<file path="config.mk">
export PLATFORM = sky130hd
export DESIGN_NAME = window_sum
export DESIGN_NICKNAME = d
export VERILOG_FILES = /design/src/rtl/window_sum.sv
export SDC_FILE = /design/constraint.sdc
export NUM_CORES = 1
export LEC_CHECK = 0
export BUFFER_PORTS_ARGS = -buffer_cell sky130_fd_sc_hd__buf_2
export CAP_MARGIN = 40
export CORE_ASPECT_RATIO = 1.25
export CORE_MARGIN = 2
export CORE_UTILIZATION = 64
export DETAILED_ROUTE_END_ITERATION = 8
export GPL_TIMING_DRIVEN = 0
export PLACE_DENSITY_LB_ADDON = 0.3
export SYNTH_ARGS = -nofsm -noshare
export SYNTH_HDL_FRONTEND = slang
export SYNTH_SLANG_ARGS = --single-unit
</file>
<file path="constraint.sdc">
create_clock -name clk -period 5.41 [get_ports clk]
set_clock_uncertainty 0.05 [all_clocks]
set_input_delay 0 -clock clk [delete_from_list [all_inputs] [get_ports clk]]
set_output_delay 0 -clock clk [all_outputs]
set_load 0.1 [all_outputs]
</file>
<file path="src/rtl/window_sum.sv">
// Sliding-window sum/average over the last DEPTH accepted samples.
// Ports: clk, reset (sync, active-high), in/in_valid (sample in),
//   mode (0=sum, 1=average), out/out_valid (result), count/full (fill).
module window_sum #(
  parameter  int DATA_W = 8,
  parameter  int DEPTH  = 4,
  localparam int LOG_D  = $clog2(DEPTH),
  localparam int SUM_W  = DATA_W + LOG_D
) (
  input  logic              clk,
  input  logic              reset,
  input  logic [DATA_W-1:0] in,
  input  logic              in_valid,
  input  logic              mode,
  output logic [SUM_W-1:0]  out,
  output logic              out_valid,
  output logic [LOG_D:0]    count,
  output logic              full
);

  localparam logic [LOG_D:0] FULL_CNT = (LOG_D+1)'(DEPTH);

  logic [DATA_W-1:0] mem [DEPTH];
  logic [LOG_D-1:0]  ptr;
  logic [SUM_W-1:0]  sum;
  logic [LOG_D:0]    cnt;
  logic              vld;

  // The slot under ptr holds the oldest sample (or 0 before the
  // window fills), so it is the one leaving the sum. DEPTH is a
  // power of two, so ptr wraps naturally.
  always_ff @(posedge clk) begin
    if (reset) begin
      for (int i = 0; i < DEPTH; i++) mem[i] <= '0;
      ptr <= '0;
      sum <= '0;
      cnt <= '0;
      vld <= 1'b0;
    end else if (in_valid) begin
      mem[ptr] <= in;
      ptr      <= ptr + 1'b1;
      sum      <= sum + SUM_W'(in) - SUM_W'(mem[ptr]);
      if (cnt != FULL_CNT) cnt <= cnt + 1'b1;
      vld      <= 1'b1;
    end
  end

  assign out       = mode ? (sum >> LOG_D) : sum;
  assign out_valid = vld;
  assign count     = cnt;
  assign full      = (cnt == FULL_CNT);

endmodule

</file>
==> impl_results.md, run 1 <==
- Syn avg cell area: 10.4 um^2
- Clock buffer count from CTS: 5
- I/O Buffers: 25
- Post-synth cell types: 49
- Htree depth: 2
- Postcts setup bufs: 0
- Hold path depth: 3
- Hold Crit Start: in[0]
- Final worst path period need: 3.27 ns
- Pwr dens: 497 nW/um^2
- CTS clk-pin slew, worst paths: 0.10 ns
- Die area: 5130 um^2
- Tot Pwr: 1610 uW
- Tot GR Track Use: 27.5%
- # fillers: 329
- CP max stage delay: 0.58 ns
- Status: completed
- First-pass GRT wire length: 10600 um
- Sw frac: 47.5%
- Worst path slowest cell: mux4_2
- Nets: 350
- HP Class: input pin to flop
- Critical R2R Capture: sum[8]
- Placement Cell Area: 3140 um^2
- Commonest cells post-synth: inv_1 (39), edfxtp_1 (32), nor2_1 (25), dfxtp_1 (18), nand2_1 (16)
- Max Freq: 306 MHz
- Slew headroom: 55.8%
- Layout cells sized above 1: 18.2%
- Met1 usage: 32.7%
- Clk root buf: clkbuf_8
- 1st-iter DRT viols: 161
- Top cell type's share of synthesized area: 32.9%
- Clock power frac: 14.1%
- Met2 Use GR: 46.6%
- Final setup viols: 0
- RSZ-0062 raised after global routing: false
- WHS Endpoint: mem[3][0]
- Max-slew violation count: 0
- DRT antenna net count: 0
- Seq pwr share: 30.6%
- CP Capture Type: flop
- Dpl ws: 2.16 ns
- Count leader, synth: inv_1
- Vias in the first global route: 2356
- Design Area, Final: 3250 um^2
- Core area: 4390 um^2
- Critical path cell sequence: buf_2, mux4_2, fa_1, inv_1, ha_1, nor2b_1, o31a_1, o41ai_2, mux2i_1, o311ai_1
- Clock Sink Count: 50
- I/O Pins: 27
- Post-synth EDFFs: 32
- Leakage: 0.00137 uW
- GR Layer Usage met3: 5.78%
- Max Cap Violations: 0
- Num rows: 27
- Die W: 64.4 um
- R2R cell count: 10
- DRC Markers: 0
- Drt pass-1 iters: 4
- Largest area contributor in the netlist: edfxtp_1
- Ant. Diodes: 0
- Routed wire per std cell: 16.9 um
- Starting Density: 66.6%
- Worst Tran Pin Value: 0.663 ns
- Syn Nets: 313
- Flops & latches, synth: 50
- Crit Path Category: flop to flop
- Fin Setup TNS: 0 ns
- Reg2Reg Setup Slack: 2.14 ns
- VDD IR max: 270 uV
- Hold_ws: 0.00757 ns
- CTS tree: yes
- Worst skew pair latency: 0.31 ns
- Final Hold Fails: 0
- Gr busiest metal: met2
- Chip Height: 79.6 um
- Fin crit share: 60.4%
- Syn Std Cell Area: 2920 um^2
- Clock buffer depth: 2
- Worst EP arrival: 3.40 ns
- Placer Congestion: 0.881
- Initial antenna violation count: 0
- Routed vias/inst: 5.97
- Power Internal: 847 uW
- Layout area overhead: 11.0%
- Part of the power in combinational logic: 55.4%
- Final wirelength: 6390 um
- Routed vias: 2249
- Startpoint Class: flop
- CP Max Fanout: 8
- Cells after Synth: 281
- Main flop type after synthesis: edfxtp_1
- Critical Path RT: 5.54 ns
- Total gr overflow: 0
- Syn. warnings: 0
- Top post-synthesis cells by area: edfxtp_1 (33%), dfxtp_1 (12%), mux4_2 (6.2%)
- Seq/Total Area, Yosys: 45.2%
- Fraction of registers with async set/reset: 0%
- Placed wire-length estimate: 4830 um
- P_sw: 766 uW
- Largest net degree at the start of global routing: 18
- Final worst slack: 2.14 ns
## state kept, by name, summed over array words and instances, names as in the netlist, named ones only
name and flops:
ptr 2, count 3, mem 32, sum 10, out_valid 1
## critical path, delay by kind of cell, from the launching register on
family                     cells  cell delay, ns
muxes                          2            0.81
adders and majority gates      2            0.85
DFF                            1            0.32
and+or+nand+nor                1            0.16
AOI/OAI and AO/OA              3            0.65
buffers and inverters          2            0.31
## placed cells by master (no fill, tap or decap), drive strengths merged, types with 7 or more instances in the layout
cell type,n
a21oi,9
nor4,13
clkbuf,19
nor2,25
buf,33
fa,8
nor3,10
o21ai,13
mux4,8
dfxtp,18
mux2i,7
nand2,16
ha,12
inv,42
edfxtp,32
## routing by layer
metal	wire length [um]	part of all wire, %
met1	2530	40
met2	3330	52
met3	348	5.4
met4	183	2.9
met5	0	0
## cells by family after synthesis
family | after synthesis | share of synthesized area [%]
and+or+nand+nor | 91 | 16.7
DFF | 50 | 45.2
buffers and inverters | 58 | 7.62
muxes | 16 | 9.08
AOI/OAI and AO/OA | 41 | 9.33
adders and majority gates | 20 | 10.6
xor gates and xnor gates | 5 | 1.50
## area by class of cell
type,instances,area [um^2],area share (%)
plain buffers,18,72.6,2.24
clock buffers,6,72.6,2.24
clock inverters,2,17.5,0.540
inverters,40,150,4.63
multi-input cells,173,1380,42.5
flip-flops and latches,50,1320,40.7
well taps,58,72.6,2.24
repair buffers,30,160,4.93
## through the flow
step,cells,utilization (%)
2_1_floorplan,281,-
3_3_place_gp,364,71.1
3_5_place_dp,367,71.4
4_1_cts,377,73.9
5_1_grt,377,73.9
6_report,377,73.9
## power by group through the flow
stage | logic (uW) | registers [uW] | clock network, uW
global placement | 857 | 497 | 0
CTS | 889 | 491 | 230
finish | 893 | 493 | 227
floorplan | 719 | 505 | 0
detailed placement | 882 | 499 | 0
global route | 980 | 497 | 241
## what timing repair did
item                                    CTS  global route
resized for setup                         0             0
hold buffers                              2             0
endpoints found under the hold margin     2             0
endpoints found under the setup margin    0             0
## worst max path at each step
stage / from / slack [ns] / cells after the start / endpoint
finish: flop / 2.14 / 10 / sum[8]
global route: flop / 1.96 / 10 / sum[7]
CTS: flop / 2.15 / 10 / sum[7]
detailed placement: flop / 2.16 / 10 / sum[7]
global placement: flop / 2.22 / 10 / sum[8]
floorplan: flop / 2.39 / 10 / sum[8]
No activity file was read; power rests on OpenSTA's default activity.
==> run 2: changes to the inputs <==
CORE_UTILIZATION = 59   (was 64)
clock period = 3.3 ns   (was 5.41 ns; I/O delays follow)
==> impl_results.md, run 2 (synthesized netlist as in run 1, its figures left out) <==
- Fin crit share: 96.6% (+36 points)
- Max Freq: 314 MHz (+2.5%)
- Worst skew pair latency: 0.31 ns (about the same)
- Placed wire-length estimate: 4890 um (+1.2%)
- Sw frac: 47.4% (-0.084 points)
- Die area: 5540 um^2 (+8.0%)
- CP Capture Type: flop
- Ant. Diodes: 0 (unchanged)
- Num rows: 28 (+3.7%)
- Placed cell count: 369 (+0.54%)
- DRT antenna net count: 0 (unchanged)
- Routed vias/inst: 5.78 (-3.1%)
- Starting Density: 61.3% (-5.2 points)
- First-pass GRT wire length: 10200 um (-3.7%)
- Largest net degree at the start of global routing: 18 (unchanged)
- Final std cells w/o fill: 380 (+0.80%)
- Routed vias: 2196 (-2.4%)
- Status: completed
- Core area: 4760 um^2 (+8.5%)
- CTS clk-pin slew, worst paths: 0.10 ns (about the same)
- Fin Setup TNS: 0 ns (unchanged)
- Total gr overflow: 0 (unchanged)
- Max reg flops: 32 (unchanged)
- Worst EP arrival: 3.31 ns (-0.09 ns)
- DRC Markers: 0 (unchanged)
- VDD IR max: 425 uV (+57%)
- Chip Height: 82.7 um (+3.9%)
- Part of the power in combinational logic: 55.2% (-0.2 points)
- Layout cells sized above 1: 18.4% (+0.26 points)
- Final setup viols: 0 (unchanged)
- Htree depth: 2 (unchanged)
- Design Area, Final: 3260 um^2 (+0.58%)
- Clock buffer depth: 2 (unchanged)
- Power Internal: 1390 uW (+64%)
- P_sw: 1250 uW (+63%)
- Most frequent cells in the layout: inv_1 (39), edfxtp_1 (32), buf_2 (30), nor2_1 (25), dfxtp_1 (18)
- Reg2Reg Setup Slack: 0.11 ns (-2.03 ns)
- Critical Path RT: 3.43 ns (-2.11 ns)
- Die W: 67.0 um (+3.9%)
- Pwr dens: 808 nW/um^2 (+63%)
- Nets: 351 (+0.29%)
- Tot GR Track Use: 25.1% (-2.4 points)
- Clock buffer count from CTS: 5 (unchanged)
- Final worst path period need: 3.19 ns (-0.0810 ns)
- Clk root buf: clkbuf_8
- Postcts setup bufs: 0 (unchanged)
- Vias in the first global route: 2114 (-10%)
- I/O Buffers: 25 (unchanged)
- Initial antenna violation count: 0 (unchanged)
- Final Hold Fails: 0 (unchanged)
- Most common cell after layout, fill and taps aside: inv_1
- CTS tree: yes
- Max Cap Violations: 0 (unchanged)
- Max-slew violation count: 0 (unchanged)
- Leakage: 0.00138 uW (+0.60%)
- Seq pwr share: 30.6% (about the same)
- Clock Sink Count: 50 (unchanged)
- Clock power frac: 14.2% (about the same)
- I/O Pins: 27 (unchanged)
- Placer Congestion: 0.832 (-5.5%)
- Hold_ws: 0.0238 ns (+0.0162 ns)
- Slew headroom: 57.1% (+1.3 points)
- Drt pass-1 iters: 4 (unchanged)
- Layout area overhead: 11.7%
- Worst Tran Pin Value: 0.644 ns (-0.0190 ns)
- Final wirelength: 6430 um (+0.67%)
- Routed wire per std cell: 16.9 um (-0.12%)
- CP Max Fanout: 8 (unchanged)
- Startpoint Class: flop
- HP Class: input pin to flop
- Placement Cell Area: 3140 um^2 (+0.16%)
- Largest reg by FF count: mem
- 1st-iter DRT viols: 166 (+3.1%)
- Crit Path Category: flop to flop
run 2: path summary, 6_finish.rpt:
path / cells after the start / from / to
min: 3 / in[3] / mem[3][3]
max: 10 / flop / sum[8]
min reg2reg: 2 / out_valid / out_valid
max reg2reg: 10 / flop / sum[8]
run 2: repair_timing:
| item | CTS | global route |
|---|---|---|
| hold buffers | 3 | 0 |
| resized for setup | 0 | 2 |
| hold endpoints to repair | 3 | 0 |
| endpoints found under the setup margin | 0 | 4 |
run 2: layer usage:
metal / vias up / wire, um / track usage [%]
met5: - / 0 / 0
met4: 0 / 83 / 7.14
met3: 8 / 273 / 4.34
met2: 56 / 3470 / 44.7
met1: 1067 / 2600 / 31.4
li1: 1065 / - / -
run 2: area by class of cell:
type | instances | area [um^2]
Fill cell | 403 | 1500
Multi-Input combinational cell | 173 | 1380
Sequential cell | 50 | 1320
Timing Repair Buffer | 31 | 173
Inverter | 40 | 150
Buffer | 18 | 75.1
Tap cell | 60 | 75.1
Clock buffer | 5 | 68.8
Clock inverter | 3 | 22.5
run 2: power groups by stage:
| stage | sequential (uW) | combinational (uW) | clock, uW |
|---|---|---|---|
| 6_report | 808 | 1450 | 375 |
| 5_1_grt | 817 | 1580 | 409 |
| 4_1_cts | 807 | 1450 | 380 |
| 3_5_place_dp | 820 | 1440 | 0 |
| 3_3_place_gp | 817 | 1400 | 0 |
| 2_1_floorplan | 828 | 1180 | 0 |
run 2: stage by stage:
stage	power (uW)	util [%]	setup WS [ns]
2_1_floorplan	2010	-	0.278
3_3_place_gp	2220	65.5	0.0821
3_5_place_dp	2260	65.9	0.0616
4_1_cts	2640	68.5	0.0287
5_1_grt	2810	68.5	-0.0261
6_report	2640	68.5	0.114
run 2: critical path: stages, from the launching register on:
cell and delay (ns):
dfxtp_1 0.32, buf_1 0.36, mux4_2 0.39, fa_1 0.49
inv_1 0.04, ha_1 0.34, nor2b_1 0.16, o31a_1 0.29
o41ai_2 0.24, mux2i_1 0.25, o311ai_1 0.11
==> run 3: changes to the inputs <==
--- a/config.mk
+++ b/config.mk
@@ -15,2 +15,3 @@
 export PLACE_DENSITY_LB_ADDON = 0.3
+export REMOVE_ABC_BUFFERS = 1
 export SYNTH_ARGS = -nofsm -noshare
--- a/constraint.sdc
+++ b/constraint.sdc
@@ -4,2 +4,2 @@
 set_output_delay 0 -clock clk [all_outputs]
-set_load 0.1 [all_outputs]
+set_load 0.01 [all_outputs]
==> impl_results.md, run 3 (synthesized netlist as in run 1, its figures left out) <==
- Status: completed
- Worst skew pair latency: 0.31 ns (about the same)
- Largest net degree at the start of global routing: 34 (+16)
- Most common cell after layout, fill and taps aside: inv_1
- Worst EP arrival: 3.25 ns (-0.06 ns)
- Crit Path Category: flop to flop
- Fin crit share: 94.9% (-1.7 points)
- Pwr dens: 712 nW/um^2 (-12%)
- Htree depth: 2 (unchanged)
- Most frequent cells in the layout: inv_1 (39), edfxtp_1 (32), buf_2 (29), nor2_1 (25), dfxtp_1 (17)
- Max Freq: 319 MHz (+1.7%)
- Utilization after layout: 66.9% (-1.7 points)
- Ant. Diodes: 0 (unchanged)
- Layout area overhead: 8.99%
- Worst Tran Pin Value: 0.758 ns (+0.114 ns)
- Routed vias/inst: 5.92 (+2.4%)
- Die area: 5540 um^2 (unchanged)
- Max Cap Violations: 0 (unchanged)
- RSZ-0062 raised after global routing: false
- Critical Path RT: 3.42 ns (about the same)
- CP Max Fanout: 8 (unchanged)
- Chip Height: 82.7 um (unchanged)
- Layout cells sized above 1: 18.9% (+0.44 points)
- Tot GR Track Use: 23.6% (-1.5 points)
- Clock Sink Count: 50 (unchanged)
- CTS clk-pin slew, worst paths: 0.10 ns (about the same)
- HP Class: input pin to flop
- Max-slew violation count: 0 (unchanged)
- Die W: 67.0 um (unchanged)
- Postcts setup bufs: 0 (unchanged)
- First-pass GRT wire length: 9490 um (-6.8%)
- Largest reg by FF count: mem
- I/O Pins: 27 (unchanged)
- Starting Density: 61.3% (unchanged)
- Final worst path period need: 3.13 ns (-0.0547 ns)
- Final Hold Fails: 0 (unchanged)
- Slew headroom: 49.4% (-7.7 points)
- DRT antenna net count: 0 (unchanged)
- VDD IR max: 373 uV (-12%)
- Clock buffer depth: 2 (unchanged)
- Tot Pwr: 2270 uW (-14%)
- I/O Buffers: 26 (+4.0%)
- Clk root buf: clkbuf_8
- Nets: 333 (-5.1%)
- Routed wire per std cell: 16.5 um (-2.8%)
- Final setup viols: 0 (unchanged)
- Total gr overflow: 0 (unchanged)
- CP Capture Type: flop
- Placed wire-length estimate: 4220 um (-14%)
- DRC Markers: 0 (unchanged)
- Num rows: 28 (unchanged)
- Startpoint Class: flop
- CTS tree: yes
- Core area: 4760 um^2 (unchanged)
- Final wirelength: 5960 um (-7.4%)
- Placer Congestion: 0.745 (-10%)
- Initial antenna violation count: 0 (unchanged)
- Drt pass-1 iters: 4 (unchanged)
- Routed vias: 2142 (-2.5%)
- 1st-iter DRT viols: 130 (-22%)
- Fin Setup TNS: 0 ns (unchanged)
- Vias in the first global route: 2052 (-2.9%)
- Leakage: 0.00134 uW (-2.5%)
- Max reg flops: 32 (unchanged)
- Clock buffer count from CTS: 5 (unchanged)
## run 3: cell types whose count changed in the layout (fill, tap and decap cells not counted), sizes merged
cell | previous run | this run
buf | 33 | 29
dlygate4sd3 | 3 | 2
clkbuf | 18 | 5
## run 3: final timing paths
path	startpoint	end	slack, ns	depth (start not counted)
worst min register to register	sum[1]	sum[1]	0.44	2
worst max register to register	flop	sum[8]	0.17	9
worst max-delay path	flop	sum[8]	0.17	9
worst min-delay path	in[7]	mem[3][7]	0.04	3
## run 3: metal layers
layer | track usage [%] | routed length (um) | share of wire (%)
met1 | 28.0 | 2380 | 40
met2 | 43.4 | 3160 | 53
met3 | 3.93 | 328 | 5.5
met4 | 7.35 | 87 | 1.5
met5 | 0 | 0 | 0
## run 3: cell type report
cell class | count | area, um^2
clock inverters | 3 | 22.5
clock buffers | 5 | 68.8
inverters | 40 | 150
flip-flops and latches | 50 | 1330
multi-input cells | 173 | 1380
repair buffers | 31 | 165
fillers | 401 | 1580
well taps | 60 | 75.1
## run 3: critical path, cell delays in order (launching register included)
cell and delay, ns:
dfxtp_4 0.46, mux4_2 0.54, fa_1 0.50, inv_1 0.04, ha_1 0.34, nor2b_1 0.16, o31a_1 0.29, o41ai_2 0.25
mux2i_1 0.25, o311ai_1 0.11
## run 3: what timing repair did
item,4_1_cts,5_1_grt
hold endpoints to repair,2,0
endpoints found under the setup margin,4,4
resized for setup,1,1
hold buffers,2,0
## run 3: where the power goes
group	switching [uW]	leakage [uW]	internal, uW
Clock	221	0.0000489	154
Combinational	603	0.000811	469
Sequential	69.6	0.000482	754
## run 3: metrics by stage
step,worst slack [ns],instance area (um^2),hold slack [ns],instances
floorplan,0.202,2850,-0.00708,263
global placement,-0.0973,3060,0.270,349
detailed placement,-0.134,3070,0.297,352
CTS,0.0552,3180,0.0350,362
global route,0.00674,3190,0.0500,362
finish,0.168,3190,0.0367,362
